$ cat src/rtl/mc_cpu_pkg.sv
// mc_cpu_pkg: shared types for the multicycle CPU sequencer (stage states, ALU ops, jump kinds, latched control word)
package mc_cpu_pkg;
  typedef enum logic [2:0] {FETCH, DECODE, EXECUTE, MEMORY, WRITEBACK, HALT} state_e;
  typedef enum logic [2:0] {ALU_ADD, ALU_SUB, ALU_AND, ALU_OR, ALU_XOR, ALU_SHL, ALU_SHR, ALU_PASSB} alu_op_e;
  typedef enum logic [1:0] {JMP_NONE, JMP_ALWAYS, JMP_EQZ, JMP_NEZ} jump_e;
  typedef struct packed {
    alu_op_e alu_op;
    logic    use_imm;
    logic    reg_write;
    logic    wb_mem;
    logic    mem_rd;
    logic    mem_wr;
    jump_e   jump;
    logic    halt;
  } ctrl_t;
  function automatic logic jump_taken(input jump_e j, input logic zero);
    return j == JMP_ALWAYS || (j == JMP_EQZ && zero) || (j == JMP_NEZ && !zero);
  endfunction
endpackage

$ cat src/rtl/mc_regfile.sv
// mc_regfile: NREGS x DW register file, two async read ports, one sync write port, r0 reads zero
// Ports: clk/rst (async, active-high, clears all registers); we/waddr/wdata write port; raddr1/rdata1, raddr2/rdata2 read ports.
module mc_regfile #(
  parameter int DW    = 16,
  parameter int NREGS = 8
) (
  input  logic                     clk,
  input  logic                     rst,
  input  logic                     we,
  input  logic [$clog2(NREGS)-1:0] waddr,
  input  logic [DW-1:0]            wdata,
  input  logic [$clog2(NREGS)-1:0] raddr1,
  output logic [DW-1:0]            rdata1,
  input  logic [$clog2(NREGS)-1:0] raddr2,
  output logic [DW-1:0]            rdata2
);
  logic [DW-1:0] regs_q [NREGS];
  logic [DW-1:0] regs_d [NREGS];
  always_comb begin
    regs_d = regs_q;
    if (we && waddr != '0) regs_d[waddr] = wdata;
  end
  always_ff @(posedge clk or posedge rst)
    if (rst) for (int i = 0; i < NREGS; i++) regs_q[i] <= '0;
    else regs_q <= regs_d;
  assign rdata1 = raddr1 == '0 ? '0 : regs_q[raddr1];
  assign rdata2 = raddr2 == '0 ? '0 : regs_q[raddr2];
endmodule

$ cat src/rtl/mc_cpu_seq.sv
// mc_cpu_seq: multicycle CPU sequencer (FETCH, DECODE, EXECUTE, MEMORY, WRITEBACK, HALT) owning PC, register file and ALU
// Ports: clk/rst (async, active-high); imem_* fetch req/ack; dec_instr out and dec_* decoded fields in;
//        dmem_* data req/ack; pc, retire (pulse per instruction), halted.
// Build option MC_CPU_SEQ_PERF_EN adds cycle_cnt and instret_cnt outputs.
module mc_cpu_seq
  import mc_cpu_pkg::*;
#(
  parameter int            DW       = 16,
  parameter int            AW       = 16,
  parameter int            IW       = 16,
  parameter int            NREGS    = 8,
  parameter logic [AW-1:0] RESET_PC = '0
) (
  input  logic                     clk,
  input  logic                     rst,
  output logic                     imem_req,
  output logic [AW-1:0]            imem_addr,
  input  logic                     imem_ack,
  input  logic [IW-1:0]            imem_rdata,
  output logic [IW-1:0]            dec_instr,
  input  logic [2:0]               dec_alu_op,
  input  logic [$clog2(NREGS)-1:0] dec_rd,
  input  logic [$clog2(NREGS)-1:0] dec_rs1,
  input  logic [$clog2(NREGS)-1:0] dec_rs2,
  input  logic [DW-1:0]            dec_imm,
  input  logic                     dec_use_imm,
  input  logic                     dec_reg_write,
  input  logic                     dec_wb_mem,
  input  logic                     dec_mem_rd,
  input  logic                     dec_mem_wr,
  input  logic [1:0]               dec_jump,
  input  logic                     dec_halt,
  output logic                     dmem_req,
  output logic                     dmem_we,
  output logic [AW-1:0]            dmem_addr,
  output logic [DW-1:0]            dmem_wdata,
  input  logic [DW-1:0]            dmem_rdata,
  input  logic                     dmem_ack,
  output logic [AW-1:0]            pc,
  output logic                     retire,
  output logic                     halted
`ifdef MC_CPU_SEQ_PERF_EN
  ,
  output logic [31:0]              cycle_cnt,
  output logic [31:0]              instret_cnt
`endif
);
  localparam int RW = $clog2(NREGS);
  localparam int SW = $clog2(DW);
  state_e        state_q, state_d;
  ctrl_t         ctrl_q, ctrl_d;
  logic [AW-1:0] pc_q, pc_d, dmem_addr_q, dmem_addr_d;
  logic [IW-1:0] instr_q, instr_d;
  logic [RW-1:0] rd_q, rd_d;
  logic [DW-1:0] imm_q, imm_d, a_q, a_d, b_q, b_d, result_q, result_d, ld_q, ld_d, dmem_wdata_q, dmem_wdata_d;
  logic          taken_q, taken_d, imem_req_q, imem_req_d, dmem_req_q, dmem_req_d, dmem_we_q, dmem_we_d;
  logic [DW-1:0] rs1_data, rs2_data, op_b, alu_y;
  mc_regfile #(.DW(DW), .NREGS(NREGS)) u_rf (
    .clk    (clk),
    .rst    (rst),
    .we     (state_q == WRITEBACK && ctrl_q.reg_write),
    .waddr  (rd_q),
    .wdata  (ctrl_q.wb_mem ? ld_q : result_q),
    .raddr1 (dec_rs1),
    .rdata1 (rs1_data),
    .raddr2 (dec_rs2),
    .rdata2 (rs2_data)
  );
  always_comb begin
    op_b  = ctrl_q.use_imm ? imm_q : b_q;
    alu_y = op_b;
    case (ctrl_q.alu_op)
      ALU_ADD:   alu_y = a_q + op_b;
      ALU_SUB:   alu_y = a_q - op_b;
      ALU_AND:   alu_y = a_q & op_b;
      ALU_OR:    alu_y = a_q | op_b;
      ALU_XOR:   alu_y = a_q ^ op_b;
      ALU_SHL:   alu_y = a_q << op_b[SW-1:0];
      ALU_SHR:   alu_y = a_q >> op_b[SW-1:0];
      default:   alu_y = op_b;
    endcase
  end
  always_comb begin
    state_d      = state_q;
    ctrl_d       = ctrl_q;
    pc_d         = pc_q;
    instr_d      = instr_q;
    rd_d         = rd_q;
    imm_d        = imm_q;
    a_d          = a_q;
    b_d          = b_q;
    result_d     = result_q;
    taken_d      = taken_q;
    ld_d         = ld_q;
    dmem_addr_d  = dmem_addr_q;
    dmem_wdata_d = dmem_wdata_q;
    case (state_q)
      FETCH: if (imem_req_q && imem_ack) begin
        instr_d = imem_rdata;
        state_d = DECODE;
      end
      DECODE: begin
        ctrl_d  = '{alu_op: alu_op_e'(dec_alu_op), use_imm: dec_use_imm, reg_write: dec_reg_write,
                    wb_mem: dec_wb_mem, mem_rd: dec_mem_rd, mem_wr: dec_mem_wr,
                    jump: jump_e'(dec_jump), halt: dec_halt};
        rd_d    = dec_rd;
        imm_d   = dec_imm;
        a_d     = rs1_data;
        b_d     = rs2_data;
        state_d = EXECUTE;
      end
      EXECUTE: begin
        result_d     = alu_y;
        taken_d      = jump_taken(ctrl_q.jump, a_q == '0);
        dmem_addr_d  = alu_y[AW-1:0];
        dmem_wdata_d = b_q;
        state_d      = ctrl_q.mem_rd || ctrl_q.mem_wr ? MEMORY : WRITEBACK;
      end
      MEMORY: if (dmem_req_q && dmem_ack) begin
        ld_d    = dmem_rdata;
        state_d = WRITEBACK;
      end
      WRITEBACK: begin
        pc_d    = taken_q ? b_q[AW-1:0] : pc_q + AW'(1);
        state_d = ctrl_q.halt ? HALT : FETCH;
      end
      default: state_d = HALT;
    endcase
    // Requests are registered off the next state so they rise one clock after reset and drop on the ack edge.
    imem_req_d = state_d == FETCH;
    dmem_req_d = state_d == MEMORY;
    dmem_we_d  = state_d == MEMORY && ctrl_d.mem_wr;
  end
  always_ff @(posedge clk or posedge rst)
    if (rst) begin
      state_q      <= FETCH;
      ctrl_q       <= '0;
      pc_q         <= RESET_PC;
      instr_q      <= '0;
      rd_q         <= '0;
      imm_q        <= '0;
      a_q          <= '0;
      b_q          <= '0;
      result_q     <= '0;
      taken_q      <= 1'b0;
      ld_q         <= '0;
      dmem_addr_q  <= '0;
      dmem_wdata_q <= '0;
      imem_req_q   <= 1'b0;
      dmem_req_q   <= 1'b0;
      dmem_we_q    <= 1'b0;
    end else begin
      state_q      <= state_d;
      ctrl_q       <= ctrl_d;
      pc_q         <= pc_d;
      instr_q      <= instr_d;
      rd_q         <= rd_d;
      imm_q        <= imm_d;
      a_q          <= a_d;
      b_q          <= b_d;
      result_q     <= result_d;
      taken_q      <= taken_d;
      ld_q         <= ld_d;
      dmem_addr_q  <= dmem_addr_d;
      dmem_wdata_q <= dmem_wdata_d;
      imem_req_q   <= imem_req_d;
      dmem_req_q   <= dmem_req_d;
      dmem_we_q    <= dmem_we_d;
    end
  assign imem_req   = imem_req_q;
  assign imem_addr  = pc_q;
  assign dec_instr  = instr_q;
  assign dmem_req   = dmem_req_q;
  assign dmem_we    = dmem_we_q;
  assign dmem_addr  = dmem_addr_q;
  assign dmem_wdata = dmem_wdata_q;
  assign pc         = pc_q;
  assign retire     = state_q == WRITEBACK;
  assign halted     = state_q == HALT;
`ifdef MC_CPU_SEQ_PERF_EN
  logic [31:0] cycle_cnt_q, cycle_cnt_d, instret_cnt_q, instret_cnt_d;
  always_comb begin
    cycle_cnt_d   = halted ? cycle_cnt_q : cycle_cnt_q + 32'd1;
    instret_cnt_d = retire ? instret_cnt_q + 32'd1 : instret_cnt_q;
  end
  always_ff @(posedge clk or posedge rst)
    if (rst) begin
      cycle_cnt_q   <= '0;
      instret_cnt_q <= '0;
    end else begin
      cycle_cnt_q   <= cycle_cnt_d;
      instret_cnt_q <= instret_cnt_d;
    end
  assign cycle_cnt   = cycle_cnt_q;
  assign instret_cnt = instret_cnt_q;
`endif
endmodule
$ cat config.mk
export PLATFORM = sky130hd
export DESIGN_NAME = mc_cpu_seq
export DESIGN_NICKNAME = d
export VERILOG_FILES = /design/src/rtl/mc_cpu_pkg.sv /design/src/rtl/mc_regfile.sv /design/src/rtl/mc_cpu_seq.sv
export SDC_FILE = /design/constraint.sdc
export NUM_CORES = 1
export LEC_CHECK = 0
export CAP_MARGIN = 20
export CORE_UTILIZATION = 50
export CTS_CLUSTER_DIAMETER = 150
export DETAILED_ROUTE_END_ITERATION = 8
export PLACE_DENSITY = 0.8
export SYNTH_ARGS = -nofsm -noshare
export SYNTH_HDL_FRONTEND = slang
export SYNTH_SLANG_ARGS = --single-unit
$ cat constraint.sdc
create_clock -name clk -period 7.65 [get_ports clk]
set_clock_uncertainty 0.1 [all_clocks]
set_input_delay 0.765 -clock clk [delete_from_list [all_inputs] [get_ports clk]]
set_output_delay 0.765 -clock clk [all_outputs]
set_load 0.1 [all_outputs]
# Yosys cells after proc, flatten, opt, wreduce, memory -nomap -nowiden
# Cells that the tools add are included.
[classes]
reduce_logical = 21
n_mux = 21
order_cmp = 4
n_shift = 2
bitwise = 6
n_addsub = 3
n_eq_ne = 15
[op_table]
columns = ["op", "count"]
rows = [
  ["$mux 16", 10],
  ["$bwmux 128", 1],
  ["$pmux 16 s7", 1],
  ["$bmux 16 s3", 2],
  ["$demux 16 s3", 1],
  ["$add 16x1->16 const B", 1],
  ["$add 16x16->16", 1],
  ["$and 16x16->16", 1],
  ["$logic_not 16->1", 1],
  ["$or 16x16->16", 1],
  ["$shl 16x4->16", 1],
  ["$shr 16x4->16", 1],
  ["$sub 16x16->16", 1],
  ["$xor 16x16->16", 1],
  ["$eq 3x2->1 const B", 5],
  ["$eq 3x3->1 const B", 5],
  ["$logic_not 3->1", 5],
  ["$pmux 3 s5", 1],
  ["$ge 4x4->1 const B", 3],
  ["$mux 3", 4],
  ["$not 3->4", 3],
  ["$logic_and 1x1->1", 8],
  ["$eq 3x1->1 const B", 2],
  ["$eq 2x2->1 const B", 2],
  ["7 further kinds", 10],
]
[totals]
out_inout_bits = 85
elab_cells = 102
ff_bits = 277
in_bits = 72

# Logic depth before layout (Yosys ltp)
[logic_depth]
depth_word = 6
mapped_depth = 18

# By module
# From an unflattened synthesis, not the netlist that was laid out.
[unflattened]
cells_unflattened = 1506
hier_area_um2 = 16150.5
[modules_own_cells]
columns = ["module", "seq_area_each_um2", "n_inst", "cells_per_inst", "area_each_um2"]
rows = [
  ["mc_cpu_seq", 3728.6, 1, 1060, 9930.8],
  ["mc_regfile", 2802.7, 1, 446, 6219.7],
]

# Least setup slack after synthesis
# OpenSTA, ideal clock, no wires.
[synth_timing]
path_type = "register -> register"
startpoint = "reg ctrl_q[7] (netlist bit)"
endpoint = "reg result_q[13]"
arrival_time_ns = 3.368
stages_incl_launch_ff = 18
setup_ns = 0.127
path_slack_ns = 4.055
path_cell_list = "dfrtp_1 -> buf_6 -> mux2i_4 -> buf_8 -> buf_12 -> ha_1 -> nand4_1 -> or2_1 -> o21ai_0 -> xnor2_1 -> ha_1 -> a21oi_1 -> o21ai_0 -> a21o_1 -> a21o_1 -> a221oi_1 -> xor2_1 -> o21ai_0"
[synth_via]
elab_chain_cells = 3
elab_cells_between_ends = 9
cone_classes = "2 x add/sub; 2 x shift; 2 x mux; 3 x bitwise"
[synth_rtl]
columns = ["element", "line", "rtl"]
rows = [
  ["start: declaration", "mc_cpu_seq.sv:51", "ctrl_t ctrl_q, ctrl_d;"],
  ["start signal: assignment", "mc_cpu_seq.sv:154", "ctrl_q <= ctrl_d;"],
  ["$mux 16 *", "mc_cpu_seq.sv:70", "op_b = ctrl_q.use_imm ? imm_q : b_q;"],
  ["$sub 16x16->16 (tied with other cells)", "mc_cpu_seq.sv:74", "ALU_SUB: alu_y = a_q - op_b;"],
  ["$pmux 16 s7 *", "mc_cpu_seq.sv:72", "case (ctrl_q.alu_op)"],
  ["end signal: assignment", "mc_cpu_seq.sv:161", "result_q <= result_d;"],
  ["end: declaration", "mc_cpu_seq.sv:55", "logic [DW-1:0] imm_q, imm_d, a_q, a_d, b_q, b_d, result_q, result_d, ld_q, ld_d, dmem_wdata_q, dmem_wdata_d;"],
]
# Every way passes the cells marked *; elsewhere a longest branch is shown, timed or not.
# A chain may end at the register's enable or synchronous reset.

# Final worst setup path
[layout_timing]
startpoint = "reg ctrl_q[7] (netlist bit)"
endpoint = "reg result_q[10]"
# Same word-level chain as after synthesis.

==> flow_results.xml <==
<?xml version="1.0" encoding="UTF-8"?>
<metrics>
  <group name="cells_and_area">
    <metric name="final_common_cell" unit="">dfrtp_1</metric>
    <metric name="filler_cell_count" unit="">2475</metric>
    <metric name="net_count_final" unit="">1816</metric>
    <metric name="seq_area" unit="sq um">6531</metric>
    <metric name="design_area" unit="sq um">18180</metric>
    <metric name="layout.cells.most_common_list" unit="">dfrtp_1 (261), a21oi_1 (216), nor2_1 (176)</metric>
    <metric name="num_antenna_cells" unit="">0</metric>
    <metric name="post_route_cells_drive_above_1_share" unit="%">14.18</metric>
    <metric name="area_growth_syn_to_layout" unit="%">18.05</metric>
    <metric name="multi_input_comb_area" unit="sq um">8077</metric>
  </group>
  <group name="setup_path">
    <metric name="worstReg2RegEnd" unit="">result_q[10]</metric>
    <metric name="critical_path.n_buffers_inverters" unit="">1</metric>
    <metric name="timing.critical_path.to_type" unit="">register</metric>
    <metric name="worst_setup_path_start_kind" unit="">register</metric>
    <metric name="required" unit="ps">8000</metric>
    <metric name="cp_slowest_stage_delay" unit="ps">830</metric>
    <metric name="kind_of_critical_path" unit="">register to register</metric>
    <metric name="critical_path.slowest_cell" unit="">mux2i_4</metric>
    <metric name="critPathTopFamily" unit="">compound AO/OA/AOI/OAI gates</metric>
    <metric name="crit_end" unit="">result_q[10]</metric>
    <metric name="cp_num_cells" unit="">15</metric>
    <metric name="ff2ff_setup_slack" unit="ps">3250</metric>
    <metric name="rr_startpoint" unit="">ctrl_q[7]</metric>
    <metric name="cp.arrival" unit="ps">4750</metric>
    <metric name="worst_setup_path_startpoint" unit="">ctrl_q[7]</metric>
    <metric name="timing.critical_path.cells" unit="">buf_4, mux2i_4, ha_1, nand4_1, or2_1, o21ai_0, xnor2_1, ha_1, and2_1, a22o_1, a21oi_1, a21oi_1, xor2_1, a211oi_1, nor2_1</metric>
    <metric name="worst_r2r_path_depth" unit="">15</metric>
    <metric name="worstPathMaxFanout" unit="">29</metric>
  </group>
  <group name="placement">
    <metric name="buffer_ports.inserted" unit="">156</metric>
    <metric name="routabilityCongestion" unit="">1.006</metric>
    <metric name="detailedPlacementHpwl" unit="um">33660</metric>
    <metric name="postPlaceCellArea" unit="sq um">17080</metric>
  </group>
  <group name="die">
    <metric name="placement_rows" unit="">63</metric>
    <metric name="die_extent_in_y" unit="um">177.5</metric>
    <metric name="number_of_placed_i_o_pins" unit="">157</metric>
    <metric name="floorplan.core_area" unit="sq um">29950</metric>
    <metric name="floorplan.initialDensity" unit="%">51.40</metric>
    <metric name="die_area" unit="sq um">31500</metric>
    <metric name="die_width" unit="um">177.5</metric>
  </group>
  <group name="route">
    <metric name="avgRoutedWirePerCell" unit="um">22.92</metric>
    <metric name="antenna_left" unit="">0</metric>
    <metric name="drcViolationCount" unit="">0</metric>
    <metric name="first_pass_iters" unit="">6</metric>
    <metric name="drtIter0Drc" unit="">1470</metric>
    <metric name="drt-vias-per-instance" unit="">6.231</metric>
    <metric name="drt_wl_total" unit="um">48230</metric>
    <metric name="vias_after_detailed_routing" unit="">13110</metric>
  </group>
  <group name="hold_path">
    <metric name="holdCritPathClass" unit="">register to register</metric>
  </group>
  <group name="global_routing">
    <metric name="first_pass_grt_wire_length" unit="um">74510</metric>
    <metric name="antenna_found_initial" unit="">0</metric>
    <metric name="first_global_vias" unit="">12810</metric>
    <metric name="grt_overflow_total" unit="">0</metric>
    <metric name="track_usage" unit="%">30.84</metric>
    <metric name="grt_start_max_net_pins" unit="">181</metric>
  </group>
  <group name="clocking">
    <metric name="cts.path.max_buffers" unit="">3</metric>
    <metric name="ctsHoldBuffers" unit="">0</metric>
    <metric name="cts_root_buf" unit="">clkbuf_16</metric>
    <metric name="insertion_delay" unit="ps">580</metric>
    <metric name="htreeDepth" unit="">1</metric>
    <metric name="cts.sinks" unit="">261</metric>
    <metric name="cts_tree" unit="">built</metric>
    <metric name="cts.repair.resized" unit="">0</metric>
    <metric name="cts_setup_buffers" unit="">0</metric>
    <metric name="clk_pin_slew_worst_paths" unit="ps">60</metric>
    <metric name="cts_buffers" unit="">30</metric>
  </group>
  <group name="sta">
    <metric name="slew-limit-headroom" unit="%">28.21</metric>
    <metric name="period_share" unit="%">57.55</metric>
    <metric name="clock.fmax" unit="GHz">0.2271</metric>
    <metric name="setup-violations-final" unit="">0</metric>
    <metric name="grt_setup_unrepaired" unit="">false</metric>
    <metric name="timing_worst_slew_pin_value" unit="ps">1077</metric>
    <metric name="hold_viol" unit="">0</metric>
    <metric name="slew_viol_final" unit="">0</metric>
    <metric name="min_period" unit="ps">4403</metric>
    <metric name="totalNegativeSetupSlack" unit="ps">0</metric>
  </group>
  <group name="logic_synthesis">
    <metric name="netlist-cell-type-count" unit="">78</metric>
    <metric name="avgSynthCellArea" unit="sq um">9.641</metric>
    <metric name="synth_area" unit="sq um">15400</metric>
    <metric name="ys_seq_elements" unit="">261</metric>
    <metric name="ys_warn_count" unit="">0</metric>
    <metric name="synth_enable_flop_cells" unit="">0</metric>
    <metric name="synth_seq_area_share" unit="%">42.42</metric>
    <metric name="netlist_instances" unit="">1597</metric>
    <metric name="synthesis.nets" unit="">1721</metric>
    <metric name="synth-async-reset-ratio" unit="%">100.0</metric>
    <metric name="yosys_most_used_dff" unit="">dfrtp_1</metric>
  </group>
  <group name="power">
    <metric name="worst_ir_drop_vdd" unit="uV">194.2</metric>
    <metric name="power_density" unit="nW/um^2">179.1</metric>
    <metric name="p_leak" unit="nW">8.104</metric>
  </group>
  <group name="outcome">
    <metric name="run_status" unit="">completed</metric>
  </group>
  <group name="flow_run">
    <metric name="count_of_maximum_capacitance_violations" unit="">0</metric>
  </group>
</metrics>
## flip-flops by register name, indices dropped and copies added, names as in the netlist, 3 cells and up
name and count:
rd_q 3, b_q 16, a_q 16, imm_q 16, dmem_wdata 16, ld_q 16
state_q 3, result_q 16, dec_instr 16, ctrl_q 11, u_rf.regs_q 112, imem_addr 16
## worst register-to-register path: stages, from the launching register on
cell and delay (ps):
dfrtp_1 320, buf_4 370, mux2i_4 830, ha_1 350
nand4_1 100, or2_1 260, o21ai_0 190, xnor2_1 90
ha_1 350, and2_1 200, a22o_1 190, a21oi_1 280
a21oi_1 130, xor2_1 170, a211oi_1 260, nor2_1 70
## report_power, final
group / leakage [nW] / total, mW / internal (mW) / switching (mW)
combinational: 4.16 / 0.275 / 0.111 / 0.164
clock: 0.541 / 1.58 / 0.972 / 0.606
sequential: 3.40 / 1.40 / 1.39 / 0.0132
## synth_stat cells, types with 16 or more instances
cell	n	area [sq um]
a21oi_1	216	1081
a22oi_1	36	270.3
buf_4	19	142.6
clkbuf_1	83	311.6
dfrtp_1	261	6531
ha_1	51	638.1
inv_1	42	157.7
mux2_2	97	1092
mux2i_1	75	750.7
mux4_2	33	743.2
nand2_1	158	593.1
nand3_1	19	95.09
nor2_1	178	668.1
nor3_1	16	80.08
o21ai_0	90	450.4
xnor2_1	20	175.2
## per-layer routing
metal  global-route usage (%)  part of all wire [%]
met4                    11.50                   3.8
met5                        0                     0
met2                    49.87                    48
met3                    4.220                   7.6
met1                    42.21                    41
## cell type report
type                       instances  share of cell area [%]
timing repair buffer             186                   9.844
multi-input combinational       1164                   44.43
tap                              390                   2.685
sequential                       261                   35.93
inverter                          49                   1.046
clock inverter                    17                   1.508
clock buffer                      37                   4.550
## per-stage QoR
stage | util [%] | power (mW) | hold slack, ps | worst slack, ps | instances
floorplan | - | 1.605 | 362.3 | 3343 | 1597
global placement | 57.00 | 1.697 | 361.3 | 3298 | 2050
detailed placement | 57.00 | 1.698 | 362.5 | 3245 | 2050
CTS | 60.68 | 3.268 | 377.0 | 3251 | 2104
global route | 60.68 | 3.355 | 403.0 | 2978 | 2104
finish | 60.68 | 3.255 | 374.2 | 3247 | 2104
## worst min-delay path by stage
stage	slack (ps)	cells after the start	end	startpoint
after floorplan	360	2	u_rf.regs_q[111]	u_rf.regs_q[111]
after global placement	360	2	dmem_wdata[9]	dmem_wdata[9]
after detailed placement	360	2	dmem_wdata[6]	dmem_wdata[6]
after CTS	380	2	dmem_wdata[6]	dmem_wdata[6]
after global routing	400	2	dmem_wdata[15]	dmem_wdata[15]
final	370	2	dmem_wdata[9]	dmem_wdata[9]
## logic make-up after synthesis
family / after synthesis / synth area share (%)
AO/OA/AOI/OAI: 452 / 17.45
AND/OR/NAND/NOR: 425 / 11.64
flip-flops: 261 / 42.42
multiplexers: 211 / 17.50
buffers and inverters: 172 / 5.347
adder cells (fa/ha/maj): 52 / 4.274
XOR/XNOR: 24 / 1.365
No activity file was read; power rests on OpenSTA's default activity.
